`config.mk`:
```
export PLATFORM = sky130hd
export DESIGN_NAME = pipe_ctrl
export DESIGN_NICKNAME = d
export VERILOG_FILES = /design/src/rtl/pipe_ctrl_pkg.sv /design/src/rtl/pipe_ctrl_wdog.sv /design/src/rtl/pipe_ctrl.sv
export SDC_FILE = /design/constraint.sdc
export NUM_CORES = 1
export LEC_CHECK = 0
export BUFFER_PORTS_ARGS = -buffer_cell sky130_fd_sc_hd__buf_2
export CORE_MARGIN = 2
export CORE_UTILIZATION = 36
export CTS_BUF_LIST = sky130_fd_sc_hd__clkbuf_8
export DETAILED_ROUTE_END_ITERATION = 7
export PLACE_DENSITY_LB_ADDON = 0.1
export SYNTH_ARGS = -nofsm -noshare
export SYNTH_HDL_FRONTEND = slang
export SYNTH_HIERARCHICAL = 1
export SYNTH_SLANG_ARGS = --single-unit
export TNS_END_PERCENT = 30
```
`constraint.sdc`:
```
create_clock -name clk -period 3.7 [get_ports clk]
set_input_delay 0.37 -clock clk [delete_from_list [all_inputs] [get_ports clk]]
set_output_delay 0.37 -clock clk [all_outputs]
set_load 0.01 [all_outputs]
```
`src/rtl/pipe_ctrl_pkg.sv`:
```
// Shared encodings for the pipeline sequencing controller: stall vectors,
// controller states and the request-stall priority function.
package pipe_ctrl_pkg;

    localparam int REG_W = 32;

    localparam logic [5:0] STALL_NONE = 6'b000000;
    localparam logic [5:0] STALL_ID   = 6'b000111;
    localparam logic [5:0] STALL_EX   = 6'b001111;
    localparam logic [5:0] STALL_MEM  = 6'b011111;
    localparam logic [5:0] STALL_ALL  = 6'b111111;

    typedef enum logic [1:0] {
        CTRL_RUN    = 2'd0,
        CTRL_FREEZE = 2'd1,
        CTRL_FLUSH  = 2'd2,
        CTRL_DRAIN  = 2'd3
    } ctrl_state_e;

    // The latest stage asking to hold wins: it must freeze everything behind it.
    function automatic logic [5:0] stall_req_vec(input logic id, input logic ex, input logic mem);
        if (mem)     return STALL_MEM;
        else if (ex) return STALL_EX;
        else if (id) return STALL_ID;
        else         return STALL_NONE;
    endfunction

endpackage

```
`src/rtl/pipe_ctrl_wdog.sv`:
```
// Consecutive request-stall run counter with a sticky watchdog flag.
module ctrl_wdog #(
    parameter  int LIMIT = 1024,
    localparam int CW    = (LIMIT > 0) ? $clog2(LIMIT + 1) : 1
) (
    input  logic          clk,
    input  logic          rst,
    input  logic          stall_i,
    input  logic          clr_i,
    output logic [CW-1:0] cnt_o,
    output logic          wdog_o
);

    logic [CW-1:0] cnt_q, cnt_d;
    logic          wdog_q, wdog_d;

    always_comb begin
        cnt_d  = cnt_q;
        wdog_d = wdog_q;
        if (clr_i)
            cnt_d = '0;
        else if (stall_i && cnt_q != CW'(LIMIT))
            cnt_d = cnt_q + 1'b1;
        // Flag on the same edge the counter lands on the limit.
        if (LIMIT != 0 && cnt_d == CW'(LIMIT))
            wdog_d = 1'b1;
    end

    always_ff @(posedge clk or posedge rst) begin
        if (rst) begin
            cnt_q  <= '0;
            wdog_q <= 1'b0;
        end else begin
            cnt_q  <= cnt_d;
            wdog_q <= wdog_d;
        end
    end

    assign cnt_o  = cnt_q;
    assign wdog_o = wdog_q;

endmodule

```
`src/rtl/pipe_ctrl.sv`:
```
// Pipeline sequencing controller: merges stage stall requests and sequences
// exception freeze/flush/redirect/drain, with a stall counter and watchdog.
module pipe_ctrl
    import pipe_ctrl_pkg::*;
#(
    parameter int DRAIN_CYCLES = 1,
    parameter int WDOG_LIMIT   = 1024,
    parameter int CNT_W        = 32
) (
    input  logic             clk,
    input  logic             rst,
    input  logic             stallreq_id,
    input  logic             stallreq_ex,
    input  logic             stallreq_mem,
    input  logic             excp_valid_i,
    input  logic [REG_W-1:0] excp_pc_i,
    output logic [5:0]       stall_o,
    output logic             flush_o,
    output logic [REG_W-1:0] new_pc_o,
    output logic [CNT_W-1:0] stall_cnt_o,
    output logic             wdog_o
);

    localparam int DW = (DRAIN_CYCLES > 1) ? $clog2(DRAIN_CYCLES) : 1;
    localparam int RW = (WDOG_LIMIT > 0) ? $clog2(WDOG_LIMIT + 1) : 1;

    ctrl_state_e      state_q, state_d;
    logic [DW-1:0]    drain_q, drain_d;
    logic [REG_W-1:0] excp_pc_q, excp_pc_d;
    logic [REG_W-1:0] new_pc_q, new_pc_d;
    logic [CNT_W-1:0] stall_cnt_q, stall_cnt_d;
    logic [5:0]       req_vec, stall_d;
    logic             flush_d, req_stall;
    logic [RW-1:0]    run_cnt;

    assign req_vec = stall_req_vec(stallreq_id, stallreq_ex, stallreq_mem);

    always_comb begin
        state_d   = state_q;
        drain_d   = drain_q;
        excp_pc_d = excp_pc_q;
        stall_d   = STALL_NONE;
        flush_d   = 1'b0;
        req_stall = 1'b0;
        unique case (state_q)
            CTRL_RUN: begin
                if (excp_valid_i) begin
                    stall_d   = STALL_ALL;
                    excp_pc_d = excp_pc_i;
                    state_d   = CTRL_FREEZE;
                end else begin
                    stall_d   = req_vec;
                    req_stall = req_vec[0];
                end
            end
            CTRL_FREEZE: begin
                stall_d = STALL_ALL;
                state_d = CTRL_FLUSH;
            end
            CTRL_FLUSH: begin
                flush_d = 1'b1;
                drain_d = DW'(DRAIN_CYCLES - 1);
                state_d = CTRL_DRAIN;
            end
            CTRL_DRAIN: begin
                stall_d   = req_vec;
                req_stall = req_vec[0];
                if (drain_q == '0)
                    state_d = CTRL_RUN;
                else
                    drain_d = drain_q - 1'b1;
            end
            default: state_d = CTRL_RUN;
        endcase
    end

    // Redirect target is registered so it appears exactly in the FLUSH cycle.
    assign new_pc_d    = (state_d == CTRL_FLUSH) ? excp_pc_q : '0;
    assign stall_cnt_d = stall_cnt_q + CNT_W'(req_stall);

    always_ff @(posedge clk or posedge rst) begin
        if (rst) begin
            state_q     <= CTRL_RUN;
            drain_q     <= '0;
            excp_pc_q   <= '0;
            new_pc_q    <= '0;
            stall_cnt_q <= '0;
        end else begin
            state_q     <= state_d;
            drain_q     <= drain_d;
            excp_pc_q   <= excp_pc_d;
            new_pc_q    <= new_pc_d;
            stall_cnt_q <= stall_cnt_d;
        end
    end

    ctrl_wdog #(.LIMIT(WDOG_LIMIT)) u_wdog (
        .clk     (clk),
        .rst     (rst),
        .stall_i (req_stall),
        .clr_i   (~stall_d[0] | flush_d),
        .cnt_o   (run_cnt),
        .wdog_o  (wdog_o)
    );

    assign stall_o     = stall_d;
    assign flush_o     = flush_d;
    assign new_pc_o    = new_pc_q;
    assign stall_cnt_o = stall_cnt_q;

endmodule

```
==> out/qor.csv, run 1 <==
stage,metric,value,unit
clock_network,CTS H-tree depth,3,
global_route,first-pass GRT wire length,16000,um
setup_path,max incr delay on CP,700,ps
power_and_ir_drop,Power Density,627,mW/mm^2
sta,Total Neg Setup Slack,0,ps
cells_and_area,share of cells above drive strength 1,36.3,%
sta,Setup Skew,9.69,ps
clock_network,Max clock buf depth,2,
setup_path,critical path endpoint category,flop,
setup_path,"Worst Path Class, Setup",reg -> reg,
floorplan,Die Ht,118,um
global_route,largest net degree at the start of global routing,62,
sta,Final Hold Fails,0,
global_route,antenna violations before repair,2,
sta,Final Cycle Share,82.8,%
yosys,"Top FF cell, synth",dfrtp_1,
sta,min Tclk post-route,3060,ps
yosys,sequential area share after synthesis,59.3,%
sta,Max Freq,326,MHz
global_route,Total Routing Usage GR,14.6,%
clock_network,CTS resizes,0,
placement,I/O Buffers,109,
clock_network,clock transition at the registers of the reported paths,100,ps
yosys,top cell type's share of synthesized area,59.3,%
sta,Setup Viol. Count Final,0,
floorplan,Initial Util,36.8,%
placement,dpl cells,643,
detailed_routing,Routed Antenna Nets,0,
clock_network,number of clock sinks,110,
setup_path,CP Launch Type,flop,
clock_network,CTS tree,done,
sta,fin. max-slew vios,0,
floorplan,Die Area,0.0138,sq mm
detailed_routing,DR iter-0 viols,198,
power_and_ir_drop,Int Pwr,2.33,mW
power_and_ir_drop,Lkg Pwr,2.76,nW
yosys,Async SR Flop Fraction,100,%
power_and_ir_drop,combinational share of power,31.4,%
yosys,top post-synthesis cells by area,"dfrtp_1 59%, mux2_2 7.8%, xnor2_1 6.2%",
setup_path,Max Fanout on Critical Path,14,
run,MaxCap Viol Count,0,
detailed_routing,via count,3069,
clock_network,Root Buffer,clkbuf_8,
detailed_routing,DRC errors left,0,
yosys,count of flip-flops with a built-in enable after synthesis,0,
clock_network,TritonCTS buffer count,9,
hold_path,Hold WC Path Type,in -> async,
power_and_ir_drop,Seq pwr share,48.7,%
global_route,vias in the first global route,3189,
placement,GP Congestion,0.783,
placement,DP Area,0.00537,sq mm
cells_and_area,fin nets,531,
cells_and_area,non-filler instance count after layout,660,
yosys,Yosys cell types,40,
clock_network,quantity of hold-fixing buffers added after cts,0,
cells_and_area,"Area growth, synth to finish",19.5,%
yosys,"flops & latches, synth",110,
sta,unrepaired setup endpoints after global routing,no,
power_and_ir_drop,Max VDD drop,0.455,mV
cells_and_area,most frequent cells in the layout,"110 x dfrtp_1, 109 x buf_2, 36 x and2_1, 33 x xnor2_1, 32 x mux2_2",
cells_and_area,Finished Cell Area,0.00555,sq mm
status,outcome,"complete, no violations",
cells_and_area,FILL cells,1247,
floorplan,Std-Cell Rows,41,
yosys,"Cell Area, Synth",0.00464,sq mm
yosys,Mean Syn Cell Area,12.4,sq um
setup_path,Critical Path AT,3360,ps
sta,relative slew slack,35.1,%
yosys,yosys warns,6,
setup_path,"critical path, cell by cell","inv_1, ha_1, and2_2, nor2_1, or2_2, inv_1, nor2_1, o22ai_1, and3_1, or4_4, o41ai_2",
power_and_ir_drop,Sw Pwr,1.15,mW
global_route,total grt overflow,0,
detailed_routing,Routed WL,9350,um
clock_network,Worst-Skew Late Latency,390,ps
detailed_routing,TritonRoute pass-1 iters,4,
cells_and_area,Final Util,44.0,%
yosys,net count of the mapped netlist,422,
setup_path,CP max stage cell,nor2_1,
yosys,Cells after Synth,373,
detailed_routing,per-cell routed wire length,14.2,um
setup_path,WP data required,3990,ps
cells_and_area,"commonest non-fill, non-tap cell in the layout",dfrtp_1,
placement,Detail Placement HPWL,6470,um
clock_network,postcts setup bufs,0,
floorplan,Top Ports,110,
power_and_ir_drop,Switching Share,33.0,%
floorplan,chip width,118,um
detailed_routing,Vias/cell,4.65,
sta,Slew @ Worst Pin,974,ps
yosys,"area leader, netlist",dfrtp_1,
power_and_ir_drop,clock power share,19.9,%
floorplan,core box area,0.0126,sq mm
final timing paths:
path / start / to / slack [ps] / depth (start not counted)
max: state_q[0] / u_wdog/wdog_o / 640 / 11
min: rst / u_wdog/wdog_o / 20 / 2
max in group asynchronous: rst / new_pc_o[12] / 2810 / 3
max reg2reg: state_q[0] / u_wdog/wdog_o / 640 / 11
min reg2reg: u_wdog/wdog_o / u_wdog/wdog_o / 470 / 2
min in group clk: excp_pc_i[20] / excp_pc_q[20] / 200 / 2
metrics by stage:
step,worst slack [ps],power (mW),hold WS (ps)
final,635,3.48,20.7
after global routing,383,3.74,64.5
after CTS,614,3.54,26.4
after detailed placement,664,2.84,448
after global placement,801,2.80,446
after floorplan,768,2.46,235
routing by layer:
metal | part of all wire, % | GRT usage [%] | wire [um]
met5 | 0 | 0 | 0
met4 | 2.5 | 7.61 | 233
met3 | 5.5 | 3.83 | 512
met2 | 47 | 23.5 | 4420
met1 | 45 | 18.3 | 4180
state kept, by name, indices dropped and copies added (netlist names):
signal	flops
excp_pc_q	32
new_pc_o	32
stall_cnt_o	32
u_wdog/cnt_o	11
state_q	2
u_wdog/wdog_o	1
cell usage after synthesis (all sizes together), types with 7 or more instances:
master  instances
clkbuf          7
dfrtp         110
xor2            7
nand3          15
and2           38
nand4          14
buf             8
nand2          15
inv            15
xnor2          33
mux2           32
nor2           23
nor3            7
ha             11
cell type report:
cell class                 instances  area (sq um)  share of cell area (%)
multi-input combinational        233          1760                    31.8
clock inverter                     6          42.5                   0.767
tap                              172           215                    3.88
sequential                       110          2750                    49.6
clock buffer                      10           138                    2.48
inverter                          15          58.8                    1.06
antenna                            1          2.50                  0.0451
timing repair buffer             113           576                    10.4
worst max-delay path, delay by kind of cell (launching register included):
family          cells  cell delay [ps]
flops               1              420
buf+inv             2              160
fa+ha+maj           1              240
simple gates        6             1800
compound gates      2              320
cells by family (layout without fill, tap and decap cells):
| group | count (synthesis) | in the layout | synth area share [%] |
|---|---|---|---|
| muxes | 34 | 34 | 8.19 |
| adders and majority gates | 11 | 11 | 2.96 |
| DFF | 110 | 110 | 59.3 |
| AOI/OAI and AO/OA | 17 | 17 | 2.32 |
| other | 0 | 1 | 0 |
| buffers and inverters | 30 | 144 | 2.75 |
| and+or+nand+nor | 131 | 131 | 16.9 |
| xor gates and xnor gates | 40 | 40 | 7.55 |
power by group through the flow:
stage | Combinational (mW) | Sequential (mW) | Clock [mW]
final | 1.09 | 1.69 | 0.692
after floorplan | 0.687 | 1.77 | 0
after CTS | 1.12 | 1.70 | 0.720
after global placement | 1.10 | 1.71 | 0
after detailed placement | 1.12 | 1.72 | 0
after global routing | 1.23 | 1.74 | 0.767
No activity file was read; power rests on OpenSTA's default activity.
==> inputs of run 2 (changes only) <==
ABC_AREA = 1   (was default)
clock period = 3.2 ns   (was 3.7 ns; I/O delays follow)
==> run 2 against run 1 <==
  * Area after synthesis rose by 8.4%
  * Core utilization fell by 0.38 points
  * Sequential share of layout area fell by 3.8 points
  * Cell area rose by 8.2%
  * First-iteration DRC count rose by 41%
  * Critical endpoint is now stall_cnt_o[20]
  * Setup slack got worse by 70 ps
==> out/qor.csv, run 2 <==
stage,metric,value,unit
detailed_routing,DRC errors left,0,
global_route,vias in the first global route,4064,
sta,Setup Skew,8.99,ps
setup_path,WP data required,3480,ps
yosys,Async SR Flop Fraction,100,%
floorplan,Initial Util,36.5,%
floorplan,Die Area,0.0149,sq mm
yosys,mux cell area share after synthesis,0,%
setup_path,critical path endpoint category,flop,
yosys,Mean Syn Cell Area,8.20,sq um
yosys,"Top FF cell, synth",dfrtp_1,
power_and_ir_drop,combinational share of power,30.0,%
hold_path,Hold Path Cell Cnt,3,
power_and_ir_drop,Power Density,657,mW/mm^2
yosys,xor/xnor cell area share of the yosys netlist,2.61,%
clock_network,CTS resizes,0,
global_route,total grt overflow,0,
sta,Final Hold Fails,0,
clock_network,Max clock buf depth,2,
floorplan,Std-Cell Rows,43,
status,outcome,"complete, no violations",
hold_path,Hold WC Path Type,in -> reg,
detailed_routing,DR iter-0 viols,280,
global_route,first-pass GRT wire length,19500,um
yosys,Cells after Synth,614,
yosys,Post-Synth Simple-Gate Area,31.0,%
setup_path,Critical Path AT,2920,ps
setup_path,length in cells of the worst reg-to-reg path,12,
clock_network,Root Buffer,clkbuf_8,
yosys,"flops & latches, synth",110,
yosys,largest family of logic cells by synthesized area,simple AND/OR/NAND/NOR gates,
cells_and_area,share of cells above drive strength 1,21.6,%
floorplan,chip width,122,um
clock_network,Worst-Skew Late Latency,380,ps
yosys,top post-synthesis cells by area,"dfrtp_1 55%, nand2_1 19%, inv_1 6.7%",
floorplan,Die Ht,122,um
power_and_ir_drop,Int Pwr,2.52,mW
power_and_ir_drop,Seq pwr share,48.3,%
yosys,top cell type's share of synthesized area,54.7,%
setup_path,Max Fanout on Critical Path,6,
detailed_routing,TritonRoute pass-1 iters,4,
placement,I/O Buffers,109,
sta,Max Freq,380,MHz
detailed_routing,Routed Antenna Nets,0,
cells_and_area,fin nets,777,
cells_and_area,most frequent cells in the layout,"260 x nand2_1, 110 x dfrtp_1, 109 x buf_2, 90 x inv_1, 44 x nor2_1",
yosys,"count leader, synth",nand2_1,
yosys,yosys warns,6,
power_and_ir_drop,Max VDD drop,0.431,mV
cells_and_area,n_diodes,0,
cells_and_area,"commonest non-fill, non-tap cell in the layout",nand2_1,
sta,unrepaired setup endpoints after global routing,no,
floorplan,Top Ports,110,
clock_network,CTS H-tree depth,3,
cells_and_area,FILL cells,1409,
clock_network,number of clock sinks,110,
sta,Slew @ Worst Pin,835,ps
floorplan,core box area,0.0138,sq mm
clock_network,CTS tree,done,
yosys,Yosys cell types,24,
detailed_routing,Routed WL,11300,um
detailed_routing,per-cell routed wire length,12.4,um
power_and_ir_drop,Lkg Pwr,3.64,nW
power_and_ir_drop,Switching Share,36.2,%
global_route,Total Routing Usage GR,16.7,%
detailed_routing,via count,4028,
run,MaxCap Viol Count,0,
clock_network,TritonCTS buffer count,9,
sta,Final Cycle Share,82.3,%
detailed_routing,Vias/cell,4.41,
sta,relative slew slack,44.4,%
power_and_ir_drop,Sw Pwr,1.43,mW
yosys,"area leader, netlist",dfrtp_1,
power_and_ir_drop,clock power share,21.7,%
yosys,Adder-Cell Fraction of Synth Area,2.73,%
yosys,net count of the mapped netlist,663,
yosys,"top cells by count, synth","260 x nand2_1, 110 x dfrtp_1, 90 x inv_1",
yosys,"Cell Area, Synth",0.00503,sq mm
sta,fin. max-slew vios,0,
cells_and_area,Seq. cell area,0.00275,sq mm
yosys,sequential area share after synthesis,54.7,%
setup_path,CP Launch Type,flop,
sta,Setup Viol. Count Final,0,
yosys,post-synthesis compound-gate area fraction,0.895,%
global_route,largest net degree at the start of global routing,66,
sta,Total Neg Setup Slack,0,ps
sta,min Tclk post-route,2630,ps
global_route,antenna violations before repair,0,
setup_path,"Worst Path Class, Setup",reg -> reg,
cells_and_area,"Area growth, synth to finish",19.3,%
yosys,count of flip-flops with a built-in enable after synthesis,0,
placement,GP Congestion,0.805,
cells_and_area,multi-input logic area,0.00187,sq mm
clock_network,clock transition at the registers of the reported paths,110,ps
placement,Detail Placement HPWL,8290,um
power_and_ir_drop,Pwr Total,3.94,mW
## run 2: critical path, stage by stage, from the launching register on
cell and delay (ps):
dfrtp_1 430, inv_1 110, ha_1 310, nor3_1 540, ha_1 260, ha_1 170, nand2_1 90, nor2_4 150
nand2_4 110, nor2_4 170, nand2_1 60, nand2_1 70, nand2_1 60
## run 2: path summary, 6_finish.rpt
kind                                from         endpoint  slack (ps)
min in group asynchronous            rst  u_wdog/cnt_o[2]         510
setup / recovery              state_q[0]  stall_cnt_o[20]         570
hold / removal             excp_pc_i[30]    excp_pc_q[30]         120
hold reg to reg            excp_pc_q[21]     new_pc_o[21]         470
setup reg to reg              state_q[0]  stall_cnt_o[20]         570
max in group asynchronous            rst     new_pc_o[10]        1870
## run 2: kinds of logic after synthesis
family / after synthesis
simple gates: 364
flops: 110
buf+inv: 105
xor+xnor: 15
fa+ha+maj: 11
compound gates: 9
## run 2: cell type report
| type | count | share of cell area [%] |
|---|---|---|
| clock buffer | 9 | 2.06 |
| clock inverter | 7 | 1.23 |
| inverter | 94 | 5.94 |
| multi-input combinational | 399 | 31.2 |
| sequential | 110 | 45.9 |
| tap | 180 | 3.75 |
| timing repair buffer | 114 | 9.96 |
## run 2: power groups by stage
stage	combinational (mW)	clock [mW]	sequential [mW]
4_1_cts	1.21	0.901	1.91
2_1_floorplan	0.739	0	1.97
3_5_place_dp	1.20	0	1.94
3_3_place_gp	1.17	0	1.93
5_1_grt	1.37	0.956	1.95
6_report	1.18	0.855	1.90
## run 2: what timing repair did
action | in CTS | in global routing
buffers inserted | 0 | 0
hold buffers | 1 | 0
setup endpoints to repair | 0 | 0
endpoints found under the hold margin | 12 | 0
## run 2: through the flow
step	worst slack (ps)	hold slack, ps	cells	cell area (sq um)	utilization [%]
after floorplan	318	185	614	5030	-
after global placement	665	381	896	5800	42.1
after detailed placement	560	390	896	5800	42.1
after CTS	559	90.6	913	6000	43.6
after global routing	292	103	913	6000	43.6
final	566	121	913	6000	43.6
## run 2: metal layers
metal	wire length (um)	global-route usage, %	up-vias
li1	-	-	2033
met5	0	0	-
met2	5500	27.7	84
met4	112	3.88	0
met3	531	4.79	8
met1	5190	21.5	1903
==> inputs of run 3 (changes only) <==
clock period = 2.4 ns   (was 3.2 ns; I/O delays follow)
==> run 3 against run 2 <==
  * Clock power is 27% higher
  * Fmax is 21% higher
  * First-iteration DRC count is 26% lower
  * Core utilization is 0.25 points higher
  * Combinational power is 40% higher
  * Sequential share of layout area is 0.27 points lower
  * Setup slack worse by 340 ps
  * Via count is 0.82% lower
  * Die area stayed put
  * Routed wire length is 2.6% lower
  * Critical path type unchanged
  * Largest cell class unchanged
==> out/qor.csv, run 3 (synthesized netlist as in run 2, its figures left out) <==
stage,metric,value,unit
sta,Min Hold Slack,40.4,ps
setup_path,FF-to-FF End,stall_cnt_o[20],
global_route,largest net degree at the start of global routing,57,
sta,unrepaired setup endpoints after global routing,no,
floorplan,Top Ports,110,
setup_path,WP data required,2670,ps
setup_path,CP dominant cell by count,nand2_1,
cells_and_area,"Area growth, synth to finish",20.0,%
detailed_routing,TritonRoute pass-1 iters,5,
setup_path,RR Startpoint,state_q[0],
clock_network,CTS tree,done,
detailed_routing,Routed Antenna Nets,0,
clock_network,number of clock sinks,110,
sta,Max Freq,459,MHz
global_route,vias in the first global route,3958,
floorplan,Std-Cell Rows,43,
power_and_ir_drop,Lkg Pwr,3.65,nW
placement,DP Area,0.00581,sq mm
clock_network,Max clock buf depth,2,
sta,Setup Skew,13.0,ps
cells_and_area,Final Util,43.8,%
setup_path,Setup crit start,state_q[0],
setup_path,CP Launch Type,flop,
sta,fin. max-slew vios,0,
status,outcome,"complete, no violations",
hold_path,Hold WC Path Type,in -> reg,
placement,GP Congestion,0.833,
cells_and_area,fin nets,783,
floorplan,Die Ht,122,um
detailed_routing,DR iter-0 viols,207,
placement,Detail Placement HPWL,7970,um
floorplan,Initial Util,36.5,%
run,MaxCap Viol Count,0,
floorplan,core box area,0.0138,sq mm
cells_and_area,share of cells above drive strength 1,23.0,%
cells_and_area,FILL cells,1430,
clock_network,Worst-Skew Late Latency,380,ps
sta,Total Neg Setup Slack,0,ps
clock_network,TritonCTS buffer count,9,
setup_path,CP max stage cell,dfrtp_1,
power_and_ir_drop,Max VDD drop,0.580,mV
sta,min Tclk post-route,2180,ps
sta,Setup Viol. Count Final,0,
setup_path,critical path buffer and inverter count,1,
sta,relative slew slack,52.1,%
cells_and_area,"commonest non-fill, non-tap cell in the layout",nand2_1,
setup_path,Crit path max-delay family,simple AND/OR/NAND/NOR gates,
detailed_routing,DRC errors left,0,
placement,I/O Buffers,109,
hold_path,Hold Path Cell Cnt,3,
setup_path,Critical Path AT,2450,ps
setup_path,"Worst Path Class, Setup",reg -> reg,
global_route,total grt overflow,0,
detailed_routing,Routed WL,11000,um
setup_path,max incr delay on CP,390,ps
power_and_ir_drop,Pwr Total,5.28,mW
clock_network,clock transition at the registers of the reported paths,110,ps
power_and_ir_drop,combinational share of power,31.2,%
power_and_ir_drop,Sw Pwr,1.94,mW
global_route,Total Routing Usage GR,15.8,%
floorplan,chip width,122,um
sta,Final Cycle Share,90.8,%
setup_path,critical path endpoint category,flop,
setup_path,worst reg2reg setup slack,220,ps
setup_path,Worst Setup EP,stall_cnt_o[20],
sta,setup ws final,222,ps
placement,Setup WS pre-CTS,38.7,ps
sta,Slew @ Worst Pin,718,ps
power_and_ir_drop,clock power share,20.7,%
setup_path,Max Fanout on Critical Path,5,
setup_path,length in cells of the worst reg-to-reg path,12,
power_and_ir_drop,Switching Share,36.8,%
power_and_ir_drop,Seq pwr share,48.0,%
power_and_ir_drop,Power Density,874,mW/mm^2
clock_network,CTS H-tree depth,3,
clock_network,Root Buffer,clkbuf_8,
power_and_ir_drop,Int Pwr,3.34,mW
cells_and_area,n_diodes,0,
detailed_routing,per-cell routed wire length,12.0,um
setup_path,"critical path, cell by cell","inv_1, ha_1, nor3_2, ha_1, ha_1, nand2_1, nor2_4, nand2_4, nor2_4, nand2_1, nand2_1, nand2_1",
cells_and_area,Finished Cell Area,0.00604,sq mm
sta,Final Hold Fails,0,
floorplan,Die Area,0.0149,sq mm
detailed_routing,via count,3995,
setup_path,Crit. path cell count,12,
detailed_routing,Vias/cell,4.35,
placement,dpl cells,899,
global_route,antenna violations before repair,0,
global_route,first-pass GRT wire length,18300,um
cells_and_area,most frequent cells in the layout,"260 x nand2_1, 110 x dfrtp_1, 109 x buf_2, 87 x inv_1, 44 x nor2_1",
cells_and_area,non-filler instance count after layout,919,
## run 3: changes by cell type in the layout (fill, tap and decap cells not counted), moves of 2 or more
cell,delta
buf_4,+6
o21ai_1,+2
inv_1,-3
inv_2,+2
o21ai_0,-2
## run 3: cell type report
cell class | instances | area [sq um] | area share, %
clock buffer | 10 | 138 | 2.28
clock inverter | 6 | 52.6 | 0.870
inverter | 94 | 362 | 5.99
multi-input combinational | 399 | 1880 | 31.1
sequential | 110 | 2750 | 45.6
tap | 180 | 225 | 3.73
timing repair buffer | 119 | 623 | 10.3
timing repair inverter | 1 | 5.00 | 0.0829
## run 3: worst register-to-register path: stages (launching register included)
cell and delay, ps:
dfrtp_1 390, inv_1 90, ha_1 330, nor3_2 210, ha_1 170, ha_1 170
nand2_1 90, nor2_4 150, nand2_4 110, nor2_4 180, nand2_1 70, nand2_1 60
nand2_1 50
## run 3: power by group through the flow
| stage | logic [mW] | clock network, mW | registers [mW] |
|---|---|---|---|
| finish | 1.65 | 1.09 | 2.53 |
| global route | 1.92 | 1.24 | 2.59 |
| CTS | 1.62 | 1.16 | 2.54 |
| detailed placement | 1.61 | 0 | 2.58 |
| global placement | 1.57 | 0 | 2.57 |
| floorplan | 0.986 | 0 | 2.62 |
## run 3: layer usage
layer	share of wire, %	track usage (%)	vias to the layer above
li1	-	-	2052
met1	46	20.4	1849
met2	49	26.1	81
met3	4.1	2.51	13
met4	1.5	6.90	0
met5	0	0	-
## run 3: worst min path at each step
stage                            start         endpoint  slack [ps]
final                     excp_pc_i[2]     excp_pc_q[2]          40
after global placement             rst  u_wdog/cnt_o[1]         310
after floorplan                    rst  u_wdog/cnt_o[0]         100
after global routing      excp_pc_i[2]     excp_pc_q[2]          20
after detailed placement           rst  u_wdog/cnt_o[0]         320
after CTS                 excp_pc_i[2]     excp_pc_q[2]          20
## run 3: timing repair
item                                   4_1_cts  5_1_grt
hold buffers                                 1        0
resized for setup                            0        7
setup endpoints to repair                    0       23
buffers inserted                             0        2
endpoints found under the hold margin       12        0
